<file path="src/rtl/pipe_ctrl_pkg.sv">
// Shared definitions for the pipeline hazard controller: control codes, FSM states, bus width.
// Optional perf counters in pipe_ctrl_unit are enabled by defining PIPE_CTRL_PERF_EN.
package pipe_ctrl_pkg;

    localparam int CTRL_W = 2;

    localparam logic [CTRL_W-1:0] CTRL_DEFAULT = 2'b00;
    localparam logic [CTRL_W-1:0] CTRL_BLOCK   = 2'b01;
    localparam logic [CTRL_W-1:0] CTRL_BUBBLE  = 2'b10;
    localparam logic [CTRL_W-1:0] CTRL_BRANCH  = 2'b11;

    typedef enum logic [1:0] {
        ST_RUN        = 2'd0,
        ST_STALL      = 2'd1,
        ST_STALL_PEND = 2'd2,
        ST_FLUSH      = 2'd3
    } pc_state_t;

endpackage

</file>
<file path="src/rtl/pipe_ctrl_stage_dec.sv">
// Per-stage control-code decoder shared by the stall and redirect patterns.
// Bubble range [bubble_lo, bubble_hi] is inclusive; lo > hi means no bubble.
module pipe_ctrl_stage_dec
    import pipe_ctrl_pkg::*;
#(
    parameter int NUM_STAGES = 6,
    parameter int IDX_W      = $clog2(NUM_STAGES)
) (
    input  logic                           block_en,
    input  logic [IDX_W-1:0]               b_lvl,
    input  logic [IDX_W-1:0]               bubble_lo,
    input  logic [IDX_W-1:0]               bubble_hi,
    input  logic                           branch_en,
    output logic [NUM_STAGES*CTRL_W-1:0]   ctrl_o
);

    for (genvar s = 0; s < NUM_STAGES; s++) begin : g_stage
        logic w_blk;
        logic w_bub;
        logic w_brn;

        assign w_brn = branch_en && (s == 0);
        assign w_blk = block_en && (s <= int'(b_lvl));
        assign w_bub = (s >= int'(bubble_lo)) && (s <= int'(bubble_hi));

        assign ctrl_o[s*CTRL_W +: CTRL_W] = w_brn ? CTRL_BRANCH :
                                            w_blk ? CTRL_BLOCK  :
                                            w_bub ? CTRL_BUBBLE : CTRL_DEFAULT;
    end

endmodule

</file>
<file path="src/rtl/pipe_ctrl_unit.sv">
// Parametrised stall/redirect controller; redirects arriving mid-stall are held until release.
// Define PIPE_CTRL_PERF_EN to add saturating stall/redirect performance counters.
module pipe_ctrl_unit
    import pipe_ctrl_pkg::*;
#(
    parameter int NUM_STAGES = 6,
    parameter int NUM_SRC    = 3,
    parameter int ADDR_W     = 64,
    parameter int FLUSH_HOLD = 1,
    parameter int IDX_W      = $clog2(NUM_STAGES)
) (
    input  logic                          clk,
    input  logic                          rst,
    input  logic [NUM_SRC-1:0]            stall_req_i,
    input  logic [NUM_SRC*IDX_W-1:0]      stall_stage_i,
    input  logic                          redir_valid_i,
    input  logic [ADDR_W-1:0]             redir_pc_i,
    input  logic [IDX_W-1:0]              redir_stage_i,
`ifdef PIPE_CTRL_PERF_EN
    output logic [31:0]                   perf_stall_cyc_o,
    output logic [31:0]                   perf_redir_cnt_o,
    output logic [31:0]                   perf_redir_drop_o,
`endif
    output logic [NUM_STAGES*CTRL_W-1:0]  ctrl_signal_o,
    output logic [ADDR_W-1:0]             ctrl_to_pc_new_o,
    output logic                          stall_active_o
);

    pc_state_t         r_state, w_nstate;
    logic [3:0]        r_cnt, w_cnt_nxt;
    logic [ADDR_W-1:0] r_pend_pc;
    logic [IDX_W-1:0]  r_pend_stage;

    logic              w_any_req;
    logic [IDX_W-1:0]  w_blvl, w_sidx, w_rstage;
    logic [IDX_W-1:0]  w_bub_lo, w_bub_hi, w_dec_lvl;
    logic              w_block_en, w_brn_en, w_pend_ld, w_use_pend, w_drop;

    // Stall level: highest (saturated) stage among asserted requesters
    always_comb begin
        w_any_req = |stall_req_i;
        w_blvl    = '0;
        w_sidx    = '0;
        for (int k = 0; k < NUM_SRC; k++) begin
            if (stall_req_i[k]) begin
                w_sidx = stall_stage_i[k*IDX_W +: IDX_W];
                if (int'(w_sidx) > NUM_STAGES-1) w_sidx = IDX_W'(NUM_STAGES-1);
                if (w_sidx > w_blvl) w_blvl = w_sidx;
            end
        end
    end

    always_comb begin
        w_nstate   = r_state;
        w_cnt_nxt  = r_cnt;
        w_pend_ld  = 1'b0;
        w_block_en = 1'b0;
        w_brn_en   = 1'b0;
        w_use_pend = 1'b0;
        w_drop     = 1'b0;
        unique case (r_state)
            ST_RUN, ST_STALL: begin
                if (w_any_req) begin
                    w_block_en = 1'b1;
                    w_nstate   = ST_STALL;
                    if (redir_valid_i) begin
                        w_pend_ld = 1'b1;
                        w_nstate  = ST_STALL_PEND;
                    end
                end else if (redir_valid_i) begin
                    w_brn_en  = 1'b1;
                    w_cnt_nxt = 4'(FLUSH_HOLD);
                    w_nstate  = ST_FLUSH;
                end else begin
                    w_nstate = ST_RUN;
                end
            end
            ST_STALL_PEND: begin
                w_use_pend = 1'b1;
                w_drop     = redir_valid_i;
                if (w_any_req) begin
                    w_block_en = 1'b1;
                end else begin
                    w_brn_en  = 1'b1;
                    w_cnt_nxt = 4'(FLUSH_HOLD);
                    w_nstate  = ST_FLUSH;
                end
            end
            ST_FLUSH: begin
                w_drop = redir_valid_i;
                if (w_any_req) begin
                    w_block_en = 1'b1;
                end else if (r_cnt <= 4'd1) begin
                    w_cnt_nxt = '0;
                    w_nstate  = ST_RUN;
                end else begin
                    w_cnt_nxt = r_cnt - 4'd1;
                end
            end
            default: w_nstate = ST_RUN;
        endcase
    end

    assign w_rstage = w_use_pend ? r_pend_stage : redir_stage_i;

    // Bubble range: one stage past the frozen region, or stages 1..R-1 on redirect
    always_comb begin
        w_bub_lo = IDX_W'(1);
        w_bub_hi = '0;
        if (rst) begin
            w_bub_lo = IDX_W'(1);
        end else if (w_block_en) begin
            if (int'(w_blvl) < NUM_STAGES-1) begin
                w_bub_lo = w_blvl + IDX_W'(1);
                w_bub_hi = w_blvl + IDX_W'(1);
            end
        end else if (w_brn_en && (w_rstage != '0)) begin
            w_bub_hi = w_rstage - IDX_W'(1);
        end
    end

    assign w_dec_lvl = rst ? IDX_W'(NUM_STAGES-1) : w_blvl;

    pipe_ctrl_stage_dec #(
        .NUM_STAGES (NUM_STAGES),
        .IDX_W      (IDX_W)
    ) u_dec (
        .block_en  (rst | w_block_en),
        .b_lvl     (w_dec_lvl),
        .bubble_lo (w_bub_lo),
        .bubble_hi (w_bub_hi),
        .branch_en (~rst & w_brn_en),
        .ctrl_o    (ctrl_signal_o)
    );

    assign ctrl_to_pc_new_o = rst ? '0 : (w_use_pend ? r_pend_pc : redir_pc_i);
    assign stall_active_o   = rst | w_block_en;

    always_ff @(posedge clk or posedge rst) begin
        if (rst) begin
            r_state      <= ST_RUN;
            r_cnt        <= '0;
            r_pend_pc    <= '0;
            r_pend_stage <= '0;
        end else begin
            r_state <= w_nstate;
            r_cnt   <= w_cnt_nxt;
            if (w_pend_ld) begin
                r_pend_pc    <= redir_pc_i;
                r_pend_stage <= redir_stage_i;
            end
        end
    end

`ifdef PIPE_CTRL_PERF_EN
    always_ff @(posedge clk or posedge rst) begin
        if (rst) begin
            perf_stall_cyc_o  <= '0;
            perf_redir_cnt_o  <= '0;
            perf_redir_drop_o <= '0;
        end else begin
            if (w_block_en && (perf_stall_cyc_o != '1))  perf_stall_cyc_o  <= perf_stall_cyc_o + 32'd1;
            if (w_brn_en && (perf_redir_cnt_o != '1))    perf_redir_cnt_o  <= perf_redir_cnt_o + 32'd1;
            if (w_drop && (perf_redir_drop_o != '1))     perf_redir_drop_o <= perf_redir_drop_o + 32'd1;
        end
    end
`endif

endmodule

</file>
<file path="config.mk">
export PLATFORM = sky130hd
export DESIGN_NAME = pipe_ctrl_unit
export DESIGN_NICKNAME = d
export VERILOG_FILES = /design/src/rtl/pipe_ctrl_pkg.sv /design/src/rtl/pipe_ctrl_stage_dec.sv /design/src/rtl/pipe_ctrl_unit.sv
export SDC_FILE = /design/constraint.sdc
export NUM_CORES = 1
export LEC_CHECK = 0
export CORE_MARGIN = 5
export CORE_UTILIZATION = 45
export CTS_CLUSTER_DIAMETER = 100
export DETAILED_ROUTE_END_ITERATION = 12
export GPL_TIMING_DRIVEN = 0
export PLACE_DENSITY = 0.8
export SLEW_MARGIN = 20
export SYNTH_ARGS = -nofsm -noshare
export SYNTH_HDL_FRONTEND = slang
export SYNTH_SLANG_ARGS = --single-unit
</file>
<file path="constraint.sdc">
create_clock -name clk -period 7.4 [get_ports clk]
set_input_delay 1.48 -clock clk [delete_from_list [all_inputs] [get_ports clk]]
set_output_delay 1.48 -clock clk [all_outputs]
set_load 0.02 [all_outputs]
</file>
==> metrics.yaml, run 1 <==
status:
  status: "finished, final reports clean"
die:
  die_area_um2: 12240
  die_w_um: 110.6
  start_util: 0.4642
  io_pins: 159
  fp-row-count: 36
  core_region_area_um2: 9819
  die_h_um: 110.6
detailed_routing:
  first_pass_iters: 4
  wl_per_cell_um: 16.24
  route.detailed.drc: 0
  drt_first_iter_violations: 195
  ant_nets: 0
  wl_um: 13270
  vias: 4288
  routed_via_density: 5.248
final_layout:
  final_util: 0.6645
  regArea_um2: 1827
  stdcell_count: 817
  fin_nets: 774
  num_antenna_cells: 0
  drive_gt1_frac: 0.1886
  num-fill-cells: 836
  multi_input_area_um2: 2532
  area_growth_pct: 43.15
yosys:
  synth_area_um2: 4558
  avgSynthCellArea_um2: 8.990
  synth_area_leaders: "dfrtp_1 40%, mux2_2 17%, nand2_1 11%"
  seq_area_frac_synth: 0.4008
  synth_nets: 602
  synth_top_area_frac: 0.4008
  ys_warn_count: 0
  ys_types: 53
  synth_ff_type: "dfrtp_1"
  synthCells: 507
  synth_edf_count: 0
  synth-seq-cells: 73
  synthArstFlopShare: 1.000
  synth_top_area_cell: "dfrtp_1"
power_and_ir_drop:
  finalPower_uw: 2086
  power.density_nw_per_um2: 319.7
  leakagePower_uw: 0.002729
  ir_drop_mv: 0.1962
clock_tree:
  cts-root-buf: "clkbuf_8"
  cts_buffers: 9
  clkSlewWorstSetupHoldPaths_ns: 0.07
  cts_sinks: 73
  cts_tree: "yes"
  cts_buffer_depth: 2
  cts-htree-levels: 3
  cts_hold_buf: 0
  clk_latency_ns: 0.34
critical_path:
  start_kind: "input pin"
  path_max_fanout: 10
  cp.required_ns: 5.92
  critPathArrivalTime_ns: 5.74
  critical_path_class: "in2out"
  cp-end-kind: "output port"
  r2r_slack_ns: 5.11
sta:
  worst_pin_slew_ns: 0.6129
  relSlewSlack: 0.5914
  hold_viol_final: 0
  drv_slew: 0
  finalSetupViolations: 0
  finalCriticalPeriod_ns: 7.223
  rsz0062_at_grt: "yes"
  setup-tns-final_ns: 0
  fmax_ghz: 0.1385
  timing.final.crit_share: 0.9760
  finalWorstSetupSlack_ns: 0.1773
  skew_ns: 0.01353
placement:
  place_inst: 799
  post-place-ws_ns: -0.3307
  globalplace.congestion: 0.9326
  numPortBuffers: 158
  dp.final_hpwl_um: 10010
grt:
  grt_start_max_net_pins: 41
  grt_pass1_wl_um: 22350
  grtUsageTotal: 0.2153
  grt-ovfl-total: 0
  antenna_found_initial: 0
  grt_pass1_vias: 4576
min_path:
  hp-class: "reg2reg"
flow_run:
  drv_cap: 0
## layout make-up
cell class	instances	share of cell area
multi-input combinational	383	0.3881
sequential	73	0.2800
timing repair buffer	161	0.2443
buffer	38	0.02665
tap	133	0.02550
clock buffer	11	0.02167
inverter	13	0.007862
clock inverter	5	0.005944
## cell usage in the layout (no fill, tap or decap), types with 4 or more instances in the layout
master and instances:
a21oi_1 70, buf_1 6, buf_2 7, buf_4 8, clkbuf_1 23, clkbuf_8 10
clkdlybuf4s50_1 153, dfrtp_1 73, ha_1 11, inv_1 12, mux2_2 69, mux2i_1 4
nand2_1 138, nand3_1 4, nor2_1 11, nor2b_1 4, o211ai_1 5, o21ai_0 5
## synthesized netlist by cell type, types with 2 or more instances
library cell  instances
buf_1                 6
nand2b_1              3
o211ai_1              5
nor2b_1               6
ha_1                 13
o21a_1                2
mux2_2               69
dfrtp_1              73
or3_1                 3
nor3_1                3
a21o_1                2
o21ai_1               3
inv_1                13
buf_2                 4
o21ai_2               3
nand2_1             138
nor2_1               11
nand3b_1              2
a21boi_0              2
clkbuf_1             22
nor2_2                2
o21ai_0               5
buf_4                 5
a211oi_2              2
nand3_1               4
a21o_2                2
o31ai_1               2
a21oi_1              70
mux2i_1               5
a31oi_1               2
a211oi_1              3
## critical path, cell delays in order
cell and delay [ns]:
clkdlybuf4s50_1 0.53, nand2_1 0.12, ha_1 0.35, and3_4 0.20, a211oi_4 0.25, mux2i_2 0.27, inv_1 0.07, ha_1 0.28
nor2b_2 0.17, o31ai_4 0.30, or2_1 0.17, buf_6 0.13, nor2b_2 0.17, nor2_1 0.07, ha_2 0.22, a2111o_1 0.40
o211ai_2 0.18, o311a_1 0.19, buf_2 0.17
## logic make-up after synthesis
| family | after synthesis | share of synthesized area |
|---|---|---|
| compound gates | 115 | 0.1628 |
| simple gates | 179 | 0.1666 |
| mux | 74 | 0.1814 |
| fa+ha+maj | 13 | 0.03569 |
| flops | 73 | 0.4008 |
| buf+inv | 51 | 0.04886 |
| xor+xnor | 2 | 0.003844 |
## timing repair
| item | CTS | global route |
|---|---|---|
| buffers inserted | 0 | 2 |
| endpoints found under the setup margin | 5 | 5 |
| gates resized for setup | 13 | 16 |
| pin swaps | 0 | 4 |
## through the flow
step / cell area (um^2) / hold slack [ns]
CTS: 6514 / 0.5121
floorplan: 4558 / 0.4644
global route: 6525 / 0.5249
global placement: 6306 / 0.4889
detailed placement: 6329 / 0.4951
finish: 6525 / 0.5094
## layer usage
metal	global-route usage	share of wire
met1	0.2661	0.43
met2	0.3617	0.48
met3	0.08096	0.080
met4	0.04105	0.0099
met5	0	0
## registers in the layout, summed over array words and instances (netlist names)
register and count:
r_pend_pc 64, r_cnt 4, r_pend_stage 3, r_state 2
## path summary, 6_finish.rpt
path,startpoint,depth (start not counted),end
max in group asynchronous,rst,3,r_pend_pc[60]
min reg2reg,r_pend_pc[40],1,r_pend_pc[40]
min in group asynchronous,rst,2,r_pend_pc[22]
max reg2reg,r_state[1],5,r_pend_pc[51]
min,r_pend_pc[40],1,r_pend_pc[40]
max,stall_req_i[0],19,ctrl_signal_o[11]
## power by group
part           switching, uW  internal [uW]  leakage [uW]
combinational            578            522       0.00175
clock                    153            133     0.0000899
sequential               108            593      0.000885
total                    839           1250       0.00273
(Power assumes the default switching activity.)
==> run 2: changes to the inputs <==
--- a/config.mk
+++ b/config.mk
@@ -5,7 +5,6 @@
 export SDC_FILE = /design/constraint.sdc
 export NUM_CORES = 1
 export LEC_CHECK = 0
-export CORE_MARGIN = 5
 export CORE_UTILIZATION = 45
 export CTS_CLUSTER_DIAMETER = 100
 export DETAILED_ROUTE_END_ITERATION = 12
==> metrics.yaml, run 2 (synthesis results as in run 1) <==
sta:
  timing.final.crit_share: 0.9788
  finalSetupViolations: 0
  finalCriticalPeriod_ns: 7.243
  finalWorstSetupSlack_ns: 0.1571
  setup-tns-final_ns: 0
  worst_pin_slew_ns: 0.5669
  fmax_ghz: 0.1381
  rsz0062_at_grt: "yes"
  relSlewSlack: 0.6221
  hold_viol_final: 0
  skew_ns: 0.008192
  drv_slew: 0
critical_path:
  cp_slowest_stage_delay_ns: 0.50
  cp-end-kind: "output port"
  r2r-start: "r_state[1]"
  crit_slowest_cell: "clkdlybuf4s50_1"
  path_max_fanout: 10
  cp_cell_sequence: "clkdlybuf4s50_1, inv_1, nand2_1, inv_1, ha_1, and3_4, a211oi_4, mux2i_2, inv_1, ha_1, nor2b_1, o31ai_4, or2_0, buf_6, nor2b_1, nor2_1, ha_1, a2111o_1, o211ai_2, o311a_1, clkbuf_2"
  r2r_slack_ns: 5.16
  worstReg2RegEnd: "r_pend_pc[42]"
  start_kind: "input pin"
  critPathArrivalTime_ns: 5.76
  rr_worst_depth: 5
  critical_path_class: "in2out"
  cp.required_ns: 5.92
detailed_routing:
  route.detailed.drc: 0
  wl_per_cell_um: 15.64
  ant_nets: 0
  drt_first_iter_violations: 106
  routed-wl-met2_um: 6071
  first_pass_iters: 4
  top_layer: "met4"
  routed_via_density: 5.346
  wl_met3_um: 1047
  wl_met1_um: 5402
  vias: 4368
  wl_um: 12780
power_and_ir_drop:
  sw_frac_of_total: 0.3978
  clkPwrFrac: 0.142
  p_switching_uw: 835.5
  seqPwrFrac: 0.333
  leakagePower_uw: 0.002729
  pwr-share-comb: 0.525
  finalPower_uw: 2100
  power.density_nw_per_um2: 322.1
  ir_drop_mv: 0.2259
  internal_power_uw: 1265
clock_tree:
  cts_buffer_depth: 2
  cts_sinks: 73
  cts-root-buf: "clkbuf_8"
  cts_hold_buf: 0
  clkSlewWorstSetupHoldPaths_ns: 0.07
  clk_latency_ns: 0.35
  cts_tree: "yes"
  cts_buffers: 9
  cts-htree-levels: 3
flow_run:
  drv_cap: 0
grt:
  grtUsageTotal: 0.2500
  grt_start_max_net_pins: 40
  grt_pass1_wl_um: 20220
  grt-ovfl-total: 0
  grt_pass1_vias: 4314
  antenna_found_initial: 0
min_path:
  min_path_cells: 1
  holdPathEnd: "r_pend_pc[9]"
  min_from: "r_pend_pc[9]"
  hp-class: "reg2reg"
placement:
  post-place-ws_ns: -0.3065
  dp.final_hpwl_um: 9520
  numPortBuffers: 158
  globalplace.congestion: 0.8597
  place_inst: 799
  dpl_cell_area_um2: 6329
final_layout:
  stdcell_count: 817
  largest_reg_flops: 64
  largestRegisters: "r_pend_pc (64), r_cnt (4), r_pend_stage (3)"
  drive_gt1_frac: 0.1798
  top_register: "r_pend_pc"
  fin_nets: 774
  area_growth_pct: 43.04
  final_cell_mix: "153 x clkdlybuf4s50_1, 138 x nand2_1, 73 x dfrtp_1"
  fin_area_um2: 6520
  num_antenna_cells: 0
  final_common_cell: "clkdlybuf4s50_1"
die:
  start_util: 0.4663
  core_region_area_um2: 9774
  io_pins: 159
  die_h_um: 102.6
  fp-row-count: 36
  die_area_um2: 10540
  die_w_um: 102.6
status:
  status: "finished, final reports clean"
run 2: how the worst max path moves through the flow:
stage / start / to / cells past startpoint
2_1_floorplan: stall_stage_i[2] / ctrl_signal_o[3] / 18
3_3_place_gp: stall_stage_i[5] / ctrl_signal_o[3] / 22
3_5_place_dp: stall_stage_i[5] / ctrl_signal_o[3] / 22
4_1_cts: stall_stage_i[5] / ctrl_signal_o[11] / 21
5_1_grt: stall_stage_i[5] / ctrl_signal_o[11] / 21
6_report: stall_stage_i[5] / ctrl_signal_o[11] / 21
run 2: repair_timing:
| item | CTS | global route |
|---|---|---|
| endpoints found under the setup margin | 5 | 5 |
| buffers inserted | 1 | 1 |
| pin swaps | 0 | 1 |
| endpoints found under the hold margin | 0 | 0 |
| gates resized for setup | 6 | 16 |
run 2: final cells by class:
class                      instances  area (um^2)
fill                             784         3254
tap                              133        166.4
timing repair buffer             161         1592
clock buffer                      15        176.4
sequential                        73         1827
multi-input combinational        383         2525
inverter                          13        51.30
buffer                            38        173.9
clock inverter                     1        8.758
run 2: power by group through the flow:
stage               combinational (uW)  clock (uW)  sequential (uW)
floorplan                          712           0              672
global placement                  1060           0              690
detailed placement                1100           0              705
CTS                               1100         305              699
global route                      1210         322              725
finish                            1100         299              699
run 2: metrics by stage:
step | hold slack (ns) | util
2_1_floorplan | 0.4644 | -
6_report | 0.5099 | 0.6671
3_3_place_gp | 0.4859 | 0.6452
5_1_grt | 0.5193 | 0.6671
4_1_cts | 0.5127 | 0.6669
3_5_place_dp | 0.4957 | 0.6475
run 2: critical path, delay by kind of cell:
family	cells	cell delay (ns)
and+or+nand+nor	6	0.86
adders and majority gates	3	0.89
muxes	1	0.29
buffers and inverters	6	1.00
AOI/OAI and AO/OA	5	1.24
run 2: per-layer routing:
| layer | GRT usage | vias up |
|---|---|---|
| met5 | 0 | - |
| met4 | 0.09231 | 0 |
| met3 | 0.08068 | 21 |
| met2 | 0.4221 | 165 |
| met1 | 0.2976 | 2089 |
| li1 | - | 2093 |
==> run 3: changes to the inputs <==
--- a/config.mk
+++ b/config.mk
@@ -7,6 +7,7 @@
 export LEC_CHECK = 0
 export CORE_UTILIZATION = 45
 export CTS_CLUSTER_DIAMETER = 100
+export CTS_CLUSTER_SIZE = 25
 export DETAILED_ROUTE_END_ITERATION = 12
 export GPL_TIMING_DRIVEN = 0
 export PLACE_DENSITY = 0.8
==> results of run 3 <==
Final layout, timing and power as in run 2 (identical DEF).
